[src/rtl/matrix_4x4_pkg.sv]
// matrix_4x4_pkg: shared constants, loader state type and frame index decoder
package matrix_4x4_pkg;
    localparam int MAT_N = 4;
    localparam int FRAME_WORDS = 32;

    typedef enum logic [1:0] {FILL, HOLD, DRAIN} ldr_state_t;

    typedef struct packed {
        logic       mat;
        logic [1:0] col;
        logic [1:0] row;
    } elem_pos_t;

    function automatic elem_pos_t idx_pos(input logic [4:0] idx);
        return '{mat: idx[4], col: idx[3:2], row: idx[1:0]};
    endfunction
endpackage

[src/rtl/matrix_4x4_loader.sv]
// matrix_4x4_loader: assembles a 32-word stream into A/B column operands held until accepted
//   s_valid/s_ready/s_data/s_last : input word stream, s_last closes a frame
//   valid_out/ready_in            : operand handshake towards the compute block
//   aC1..aC4, bC1..bC4            : operand columns, index r = row r
//   frame_err                     : one-cycle pulse on a bad frame length
module matrix_4x4_loader
    import matrix_4x4_pkg::*;
#(
    parameter int W = 12
) (
    input  logic                clk,
    input  logic                rst,
    input  logic                s_valid,
    output logic                s_ready,
    input  logic [W-1:0]        s_data,
    input  logic                s_last,
    output logic                valid_out,
    input  logic                ready_in,
    output logic [3:0][W-1:0]   aC1,
    output logic [3:0][W-1:0]   aC2,
    output logic [3:0][W-1:0]   aC3,
    output logic [3:0][W-1:0]   aC4,
    output logic [3:0][W-1:0]   bC1,
    output logic [3:0][W-1:0]   bC2,
    output logic [3:0][W-1:0]   bC3,
    output logic [3:0][W-1:0]   bC4,
    output logic                frame_err
);
    ldr_state_t state_q, state_d;
    logic [4:0] idx_q, idx_d;
    logic       s_ready_q, s_ready_d;
    logic       valid_out_q, valid_out_d;
    logic       frame_err_q, frame_err_d;
    logic [1:0][MAT_N-1:0][MAT_N-1:0][W-1:0] mem_q, mem_d;
    elem_pos_t  pos;
    logic       accept;
    logic       last_idx;

    always_comb begin
        pos = idx_pos(idx_q);
        accept = s_valid && s_ready_q;
        last_idx = idx_q == 5'(FRAME_WORDS - 1);
        state_d = state_q;
        idx_d = idx_q;
        mem_d = mem_q;
        frame_err_d = 1'b0;
        case (state_q)
            FILL: if (accept) begin
                mem_d[pos.mat][pos.col][pos.row] = s_data;
                idx_d = (last_idx || s_last) ? '0 : idx_q + 5'd1;
                // s_last must coincide with word 31: early last or missing last are both errors
                frame_err_d = last_idx != s_last;
                if (last_idx) state_d = s_last ? HOLD : DRAIN;
            end
            HOLD: if (ready_in) begin
                state_d = FILL;
                idx_d = '0;
            end
            DRAIN: if (accept && s_last) begin
                state_d = FILL;
                idx_d = '0;
            end
            default: begin
                state_d = FILL;
                idx_d = '0;
            end
        endcase
        // handshake outputs registered from next state, so no input-to-output path
        s_ready_d = state_d != HOLD;
        valid_out_d = state_d == HOLD;
    end

    always_ff @(posedge clk or posedge rst) begin
        if (rst) begin
            state_q <= FILL;
            idx_q <= '0;
            s_ready_q <= 1'b0;
            valid_out_q <= 1'b0;
            frame_err_q <= 1'b0;
            mem_q <= '0;
        end else begin
            state_q <= state_d;
            idx_q <= idx_d;
            s_ready_q <= s_ready_d;
            valid_out_q <= valid_out_d;
            frame_err_q <= frame_err_d;
            mem_q <= mem_d;
        end
    end

    assign s_ready = s_ready_q;
    assign valid_out = valid_out_q;
    assign frame_err = frame_err_q;
    assign aC1 = mem_q[0][0];
    assign aC2 = mem_q[0][1];
    assign aC3 = mem_q[0][2];
    assign aC4 = mem_q[0][3];
    assign bC1 = mem_q[1][0];
    assign bC2 = mem_q[1][1];
    assign bC3 = mem_q[1][2];
    assign bC4 = mem_q[1][3];
endmodule

[config.mk]
export PLATFORM = sky130hd
export DESIGN_NAME = matrix_4x4_loader
export DESIGN_NICKNAME = d
export VERILOG_FILES = /design/src/rtl/matrix_4x4_pkg.sv /design/src/rtl/matrix_4x4_loader.sv
export SDC_FILE = /design/constraint.sdc
export NUM_CORES = 1
export LEC_CHECK = 0
export ABC_AREA = 1
export ABC_CLOCK_PERIOD_IN_PS = 14300
export CAP_MARGIN = 0
export CORE_ASPECT_RATIO = 0.8
export CORE_UTILIZATION = 34
export DETAILED_ROUTE_END_ITERATION = 10
export GPL_ROUTABILITY_DRIVEN = 0
export GPL_TIMING_DRIVEN = 0
export PLACE_DENSITY = 0.73
export SETUP_SLACK_MARGIN = 0.4
export SLEW_MARGIN = 20
export SYNTH_ARGS = -nofsm -noshare
export SYNTH_HDL_FRONTEND = slang
export SYNTH_SLANG_ARGS = --single-unit
[constraint.sdc]
create_clock -name clk -period 14.3 [get_ports clk]
set_input_delay 2.86 -clock clk [delete_from_list [all_inputs] [get_ports clk]]
set_output_delay 2.86 -clock clk [all_outputs]
set_load 0.1 [all_outputs]
==> results.txt, run 1 <==
Design Area, Final -> 22100 um2
CTS resizes -> 0
Cells after Synth -> 1702
leading area contributor after synthesis -> dfrtp_1
root buffer cell -> clkbuf_16
post-layout power -> 0.00340 W
Vias per Instance -> 4.91
final setup TNS -> 0 ns
Startpoint Class -> flip-flop
clk_skew -> 0.0127 ns
die area -> 47300 um2
Port Buf Inserts -> 403
CTS H-tree depth -> 2
period utilisation layout -> 0.353
clk slew on worst S/H paths -> 0.06 ns
Routed WL per cell -> 20.0 um
post-DP HPWL -> 40000 um
Max-slew headroom -> 0.274
min cycle time layout -> 5.05 ns
Final #Nets -> 2175
sequential area share after synthesis -> 0.624
Initial Util -> 0.345
RSZ-0062 raised after global routing -> no
status -> complete, no violations
flop and latch count out of synthesis -> 394
Worst IR Drop VDD -> 254 uV
number of remaining DRC errors -> 0
clock sinks -> 394
Net Count, Synth -> 1726
clock buffer depth -> 3
FP Rows -> 70
CP Buf/Inv Count -> 1
antenna violations before repair -> 2
clock latency on the worst-skew pair -> 0.56 ns
number of global-route vias before repair -> 13800
setup violators final -> 0
total track usage -> 0.236
Post-CTS Setup Bufs -> 0
CTS Hold Bufs -> 0
router iterations before antenna repair -> 5
Area Overhead vs Synth -> 39.9%
worst hold path class -> reg -> reg
Arr. time, crit path -> 2.19 ns
DR iter-0 viols -> 959
CTS tree -> yes
synthesized area -> 15800 um2
Clock power frac -> 0.327
max_cap viols -> 0
FMAX -> 0.198 GHz
DIE WIDTH -> 243 um
Seq pwr share -> 0.370
synth top area cells -> dfrtp_1 62%, nand2_1 17%, o21ai_1 4.4%
Detail Route Antenna Nets -> 0
Top Ports -> 404
DR vias -> 13700
switching part of the total -> 0.394
power per cell area -> 154 nW/um2
Pint -> 0.00206 W
leak pwr -> 10.7 nW
Synthesis Warnings -> 0
most common cell after layout, fill and taps aside -> nand2_1
Synth top area share -> 0.624
Synth cell types -> 25
Mean Syn Cell Area -> 9.28 um2
Worst Tran Pin Value -> 1.09 ns
first-pass GRT wire length -> 85100 um
Worst EP required -> 11.44 ns
Final Max Tran Viols -> 0
largest net degree at the start of global routing -> 114
WL final -> 55800 um
Sw Pwr -> 0.00134 W
Die Ht -> 195 um
Worst path slowest cell -> clkdlybuf4s50_1
critical-path cell list -> clkdlybuf4s50_1
Post-Place Cell Area -> 20700 um2
Final Hold Fails -> 0
worst-path maximum fanout -> 2
Top delay family on crit path -> buffers and inverters
share of cells above drive strength 1 -> 0.102
core area -> 45800 um2
Comb pwr share -> 0.303
CTS Buf Count -> 41
CP max stage delay -> 1.20 ns
crit end category -> output pin
critical path class -> reg -> out
commonest non-fill, non-tap cells in the layout -> 728 x nand2_1, 403 x clkdlybuf4s50_1, 394 x dfrtp_1, 140 x o21ai_1, 104 x o21ai_0
Overflow after GRT -> 0
==> final timing paths <==
path	startpoint	to	cells after the start	slack, ns
worst max-delay path	bC3[13]	bC3[13]	1	9.25
worst min-delay path	bC4[1]	bC4[1]	2	0.47
worst max register to register	idx_q[0]	aC3[29]	8	12.27
worst min register to register	bC4[1]	bC4[1]	2	0.47
max in group asynchronous	rst	bC2[23]	4	10.07
min in group asynchronous	rst	aC3[8]	2	2.78
==> power by group through the flow <==
stage | clock network, W | logic, W | registers, W
finish | 0.00111 | 0.00103 | 0.00126
global route | 0.00118 | 0.00107 | 0.00127
CTS | 0.00114 | 0.00104 | 0.00126
detailed placement | 0 | 0.00104 | 0.00128
global placement | 0 | 0.00102 | 0.00128
floorplan | 0 | 0.000132 | 0.00191
==> synthesized netlist by cell type, drive strengths merged <==
cell type	n
nand2	741
dfrtp	394
o21ai	244
nand3	107
buf	97
nor2	44
inv	34
clkbuf	31
ha	7
nor3	2
nand4	1
==> cells by family after synthesis <==
kind of cell    share of synthesized area
flops                               0.624
fa+ha+maj                         0.00555
simple gates                        0.237
buf+inv                            0.0556
compound gates                     0.0773
==> stage by stage <==
stage          setup WS (ns)  std cells   util  hold slack, ns
6_report                9.25       2795  0.482           0.470
2_1_floorplan          0.486       1702      -           0.519
4_1_cts                 9.22       2793  0.482           0.472
5_1_grt                 9.22       2795  0.482           0.490
3_3_place_gp           -3.59       2717  0.450           0.456
3_5_place_dp            9.43       2720  0.452           0.457
==> registers in the layout, summed over array words and instances (netlist names) <==
register / count
aC1: 48
aC2: 48
aC3: 48
aC4: 48
bC1: 48
bC2: 48
bC3: 48
bC4: 48
frame_err: 1
idx_q: 5
s_ready: 1
state_q: 2
valid_out: 1
==> area by class of cell <==
class	count	area, um2
buffer	128	751
clock inverter	12	151
clock buffer	61	1250
antenna	2	5.00
fill	4226	23700
multi-input combinational	1146	5060
tap	612	766
inverter	34	135
sequential	394	9860
timing repair buffer	406	4120
==> layer usage <==
metal | part of all wire | routed length (um) | up-vias | global-route usage
met5 | 0 | 0 | - | 0
met1 | 0.41 | 23000 | 6736 | 0.307
met3 | 0.086 | 4770 | 101 | 0.0587
li1 | - | - | 6311 | -
met4 | 0.028 | 1550 | 0 | 0.0759
met2 | 0.47 | 26500 | 587 | 0.387
Note: power is estimated with default switching activity, not from simulation.
==> inputs of run 2 (changes only) <==
--- a/config.mk
+++ b/config.mk
@@ -6,14 +6,14 @@
 export NUM_CORES = 1
 export LEC_CHECK = 0
 export ABC_AREA = 1
-export ABC_CLOCK_PERIOD_IN_PS = 14300
+export ABC_CLOCK_PERIOD_IN_PS = 5250
 export CAP_MARGIN = 0
 export CORE_ASPECT_RATIO = 0.8
 export CORE_UTILIZATION = 34
 export DETAILED_ROUTE_END_ITERATION = 10
 export GPL_ROUTABILITY_DRIVEN = 0
 export GPL_TIMING_DRIVEN = 0
-export PLACE_DENSITY = 0.73
+export PLACE_DENSITY = 0.71
 export SETUP_SLACK_MARGIN = 0.4
 export SLEW_MARGIN = 20
 export SYNTH_ARGS = -nofsm -noshare
==> constraint.sdc (replaced) <==
create_clock -name clk -period 5.25 [get_ports clk]
set_input_delay 1.05 -clock clk [delete_from_list [all_inputs] [get_ports clk]]
set_output_delay 1.05 -clock clk [all_outputs]
set_load 0.1 [all_outputs]
==> results.txt, run 2 (synthesis gave the netlist of run 1 again) <==
post-DP HPWL -> 40800 um (+2.1%)
CTS Hold Bufs -> 0 (unchanged)
WL final -> 56600 um (+1.4%)
Overflow after GRT -> 0 (unchanged)
FMAX -> 0.313 GHz
share of cells above drive strength 1 -> 0.111 (+0.00932)
total track usage -> 0.240 (+0.00362)
Top delay family on crit path -> buffers and inverters
Pint -> 0.00574 W (+180%)
critical-path cell list -> clkdlybuf4s50_1
Detail Route Antenna Nets -> 0 (unchanged)
most common cell after layout, fill and taps aside -> nand2_1
Startpoint Class -> flip-flop
Worst IR Drop VDD -> 492 uV (+94%)
setup violators final -> 0 (unchanged)
post-layout power -> 0.00946 W (+180%)
Max-slew headroom -> 0.268 (-0.00604)
Area Overhead vs Synth -> 41.8%
CP Capture Point -> bC3[0]
Clock power frac -> 0.337 (+0.010)
non-filler cells, final -> 2809 (+0.50%)
leak pwr -> 10.9 nW (+1.4%)
fill cell count -> 4192 (-0.80%)
CTS resizes -> 0 (unchanged)
period utilisation layout -> 0.608
DR vias -> 13800 (+0.73%)
CTS Buf Count -> 43 (+4.9%)
DIE WIDTH -> 243 um (unchanged)
RR Startpoint -> idx_q[1]
number of global-route vias before repair -> 14000 (+1.1%)
Arr. time, crit path -> 2.14 ns (-0.05 ns)
clock buffer depth -> 3 (unchanged)
R2R setup slack -> 3.15 ns (-9.12 ns)
Sw Pwr -> 0.00372 W (+180%)
multi-input logic area -> 5060 um2 (unchanged)
DR iter-0 viols -> 1001 (+4.4%)
Post-CTS Setup Bufs -> 0 (unchanged)
Worst path slowest cell -> clkdlybuf4s50_1
core area -> 45800 um2 (unchanged)
power per cell area -> 423 nW/um2 (+170%)
largest net degree at the start of global routing -> 36 (-68%)
Final #Nets -> 2187 (+0.55%)
antenna violations before repair -> 0 (-2)
worst hold path class -> reg -> reg
status -> complete, no violations
CTS tree -> yes
CP Buf/Inv Count -> 1 (unchanged)
hold_ws -> 0.467 ns (-0.00365 ns)
Post-Place Cell Area -> 20900 um2 (+0.95%)
first-pass GRT wire length -> 86000 um (+1.0%)
root buffer cell -> clkbuf_16
Die Ht -> 195 um (unchanged)
placed insts -> 2730 (+0.37%)
dpl ws -> 2.11 ns (-7.33 ns)
FP Rows -> 70 (unchanged)
clock latency on the worst-skew pair -> 0.56 ns (about the same)
router iterations before antenna repair -> 5 (unchanged)
Worst EP required -> 4.20 ns (-7.24 ns)
switching part of the total -> 0.393 (-0.000991)
clk_skew -> 0.0189 ns (+0.00614 ns)
Stages on worst setup path -> 1 (unchanged)
Final Max Tran Viols -> 0 (unchanged)
crit end category -> output pin
worst-path maximum fanout -> 2 (unchanged)
Final Hold Fails -> 0 (unchanged)
die area -> 47300 um2 (unchanged)
Seq pwr share -> 0.363 (-0.007)
register area -> 9860 um2 (unchanged)
Comb pwr share -> 0.300 (-0.003)
CP max stage delay -> 1.19 ns (about the same)
RSZ-0062 raised after global routing -> no
fin worst setup slack -> 2.06 ns (-7.19 ns)
number of remaining DRC errors -> 0 (unchanged)
Initial Util -> 0.345 (unchanged)
Routed WL per cell -> 20.1 um (+0.85%)
worst reg2reg endpoint -> aC3[15]
clk slew on worst S/H paths -> 0.06 ns (about the same)
Top Ports -> 404 (unchanged)
Design Area, Final -> 22400 um2 (+1.4%)
max_cap viols -> 0 (unchanged)
critical path class -> reg -> out
CTS H-tree depth -> 2 (unchanged)
commonest non-fill, non-tap cells in the layout -> 728 x nand2_1, 403 x clkdlybuf4s50_1, 394 x dfrtp_1, 140 x o21ai_1, 104 x o21ai_0
Port Buf Inserts -> 403 (unchanged)
Vias per Instance -> 4.93 (+0.23%)
Worst Tran Pin Value -> 1.09 ns (+0.00902 ns)
worst-case reg-to-reg path depth -> 8 (unchanged)
CP startpoint -> bC3[0]
clock sinks -> 394 (unchanged)
min cycle time layout -> 3.19 ns
## run 2: metal layers
metal / vias to the layer above / track usage / routed length, um
met5: - / 0 / 0
met4: 0 / 0.0878 / 1740
met3: 94 / 0.0668 / 5040
met2: 577 / 0.385 / 26200
met1: 6835 / 0.310 / 23500
li1: 6329 / - / -
## run 2: worst min path at each step
| stage | from | endpoint | cells after the start |
|---|---|---|---|
| after floorplan | idx_q[1] | idx_q[1] | 2 |
| after global placement | bC4[22] | bC4[22] | 2 |
| after detailed placement | aC2[21] | aC2[21] | 2 |
| after CTS | bC2[2] | bC2[2] | 2 |
| after global routing | aC4[5] | aC4[5] | 2 |
| final | aC4[5] | aC4[5] | 2 |
## run 2: power groups by stage
stage,clock network [W],logic [W],registers (W)
after floorplan,0,0.000360,0.00519
after global placement,0,0.00279,0.00347
after detailed placement,0,0.00285,0.00348
after CTS,0.00325,0.00285,0.00343
after global routing,0.00338,0.00293,0.00345
final,0.00319,0.00284,0.00343
## run 2: per-stage QoR
stage | util | setup TNS, ns
after global placement | 0.450 | -1382.58
final | 0.489 | 0
after detailed placement | 0.456 | 0
after floorplan | - | -434.13
after CTS | 0.489 | 0
after global routing | 0.489 | 0
## run 2: area by class of cell
class,count,area share
tap,612,0.0342
sequential,394,0.440
clock buffer,59,0.0589
antenna,1,0.000112
buffer,128,0.0335
timing repair buffer,416,0.193
clock inverter,19,0.00855
multi-input combinational,1146,0.226
inverter,34,0.00587
==> inputs of run 3 (changes only) <==
--- a/config.mk
+++ b/config.mk
@@ -6,7 +6,7 @@
 export NUM_CORES = 1
 export LEC_CHECK = 0
 export ABC_AREA = 1
-export ABC_CLOCK_PERIOD_IN_PS = 5250
+export ABC_CLOCK_PERIOD_IN_PS = 3150
 export CAP_MARGIN = 0
 export CORE_ASPECT_RATIO = 0.8
 export CORE_UTILIZATION = 34
==> constraint.sdc (replaced) <==
create_clock -name clk -period 3.15 [get_ports clk]
set_input_delay 0.63 -clock clk [delete_from_list [all_inputs] [get_ports clk]]
set_output_delay 0.63 -clock clk [all_outputs]
set_load 0.1 [all_outputs]
==> results.txt, run 3 (synthesis gave the netlist of run 1 again) <==
final setup TNS -> 0 ns (unchanged)
first-pass GRT wire length -> 86000 um (about the same)
core area -> 45800 um2 (unchanged)
Top Ports -> 404 (unchanged)
crit end category -> output pin
DR vias -> 13800 (-0.17%)
leak pwr -> 12.7 nW (+17%)
total track usage -> 0.240 (about the same)
FMAX -> 0.369 GHz
non-filler cells, final -> 2809 (unchanged)
Post-Place Cell Area -> 20900 um2 (unchanged)
period utilisation layout -> 0.861
Worst path slowest cell -> clkdlybuf4s50_1
worst-path maximum fanout -> 2 (unchanged)
CP Buf/Inv Count -> 1 (unchanged)
Worst EP required -> 2.52 ns (-1.68 ns)
share of cells above drive strength 1 -> 0.111 (unchanged)
Routed WL per cell -> 20.1 um (about the same)
root buffer cell -> clkbuf_16
DIE WIDTH -> 243 um (unchanged)
Max-slew headroom -> 0.282 (+0.0137)
min cycle time layout -> 2.71 ns
Arr. time, crit path -> 2.08 ns (-0.06 ns)
Final Hold Fails -> 0 (unchanged)
antenna violations before repair -> 0 (unchanged)
placed insts -> 2730 (unchanged)
DR WL met3 -> 4820 um (-4.2%)
CTS Buf Count -> 43 (unchanged)
clock sinks -> 394 (unchanged)
Worst IR Drop VDD -> 721 uV (+47%)
WL final -> 56600 um (about the same)
Die Ht -> 195 um (unchanged)
CTS tree -> yes
Final Max Tran Viols -> 0 (unchanged)
post-DP HPWL -> 40800 um (unchanged)
RSZ-0062 raised after global routing -> no
power per cell area -> 699 nW/um2 (+65%)
clock buffer depth -> 3 (unchanged)
CTS Hold Bufs -> 0 (unchanged)
Top Metal Used -> met4
Port Buf Inserts -> 403 (unchanged)
max_cap viols -> 0 (unchanged)
Vias per Instance -> 4.92 (-0.17%)
Design Area, Final -> 22500 um2 (+0.53%)
status -> complete, no violations
Worst Tran Pin Value -> 1.08 ns (-0.0129 ns)
Startpoint Class -> flip-flop
register area -> 9860 um2 (unchanged)
CTS H-tree depth -> 2 (unchanged)
Area Overhead vs Synth -> 42.5%
Initial Util -> 0.345 (unchanged)
clk_skew -> 0.0208 ns (+0.00190 ns)
Detail Route Antenna Nets -> 0 (unchanged)
number of global-route vias before repair -> 14000 (-0.0072%)
Top delay family on crit path -> buffers and inverters
fin worst setup slack -> 0.437 ns (-1.62 ns)
critical path class -> reg -> out
worst hold path class -> reg -> reg
setup violators final -> 0 (unchanged)
router iterations before antenna repair -> 5 (unchanged)
clk slew on worst S/H paths -> 0.06 ns (about the same)
DR iter-0 viols -> 952 (-4.9%)
Post-CTS Setup Bufs -> 0 (unchanged)
routed wl met2 -> 26300 um (+0.25%)
Met1 Wirelength -> 23700 um (+0.71%)
commonest non-fill, non-tap cells in the layout -> 728 x nand2_1, 394 x dfrtp_1, 248 x clkdlybuf4s50_1, 140 x o21ai_1, 104 x o21ai_0
fill cell count -> 4192 (unchanged)
Overflow after GRT -> 0 (unchanged)
most common cell after layout, fill and taps aside -> nand2_1
FP Rows -> 70 (unchanged)
largest net degree at the start of global routing -> 36 (unchanged)
clock latency on the worst-skew pair -> 0.56 ns (about the same)
multi-input logic area -> 5060 um2 (unchanged)
number of remaining DRC errors -> 0 (unchanged)
Final #Nets -> 2187 (unchanged)
dpl ws -> 0.427 ns (-1.68 ns)
die area -> 47300 um2 (unchanged)
critical-path cell list -> clkdlybuf4s50_1
post-layout power -> 0.0157 W (+66%)
CP max stage delay -> 1.17 ns (-0.02 ns)
-- run 3: power by group --
part / total, W / switching [W] / internal [W]
registers: 0.00571 / 0.000253 / 0.00546
clock network: 0.00532 / 0.00214 / 0.00318
logic: 0.00469 / 0.00381 / 0.000880
-- run 3: layer usage --
metal,vias up,GRT usage
met3,96,0.0674
met4,0,0.0862
met5,-,0
li1,6326,-
met2,548,0.386
met1,6842,0.309
-- run 3: path summary, 6_finish.rpt --
path / startpoint / to / slack [ns] / cells after the start
worst max-delay path: aC1[32] / aC1[32] / 0.44 / 1
worst min-delay path: aC4[5] / aC4[5] / 0.47 / 2
worst max register to register: idx_q[1] / aC3[15] / 1.05 / 8
worst min register to register: aC4[5] / aC4[5] / 0.47 / 2
max in group asynchronous: rst / bC3[32] / 1.06 / 7
min in group asynchronous: rst / aC4[39] / 0.51 / 2
-- run 3: repair_timing --
action                                 4_1_cts  5_1_grt
resized for setup                           72       83
setup endpoints to repair                   72       83
endpoints found under the hold margin        0        0
-- run 3: layout make-up --
cell class                      count  area share
Sequential cell                   394       0.438
Inverter                           34     0.00584
Timing Repair Buffer              416       0.197
Clock inverter                     19     0.00850
Tap cell                          612      0.0340
Antenna cell                        1    0.000111
Clock buffer                       59      0.0586
Multi-Input combinational cell   1146       0.225
Buffer                            128      0.0334
-- run 3: per-stage QoR --
step                      hold slack, ns  utilization
after global placement             0.455        0.450
after global routing               0.489        0.491
final                              0.467        0.491
after floorplan                    0.519            -
after detailed placement           0.458        0.456
after CTS                          0.473        0.487
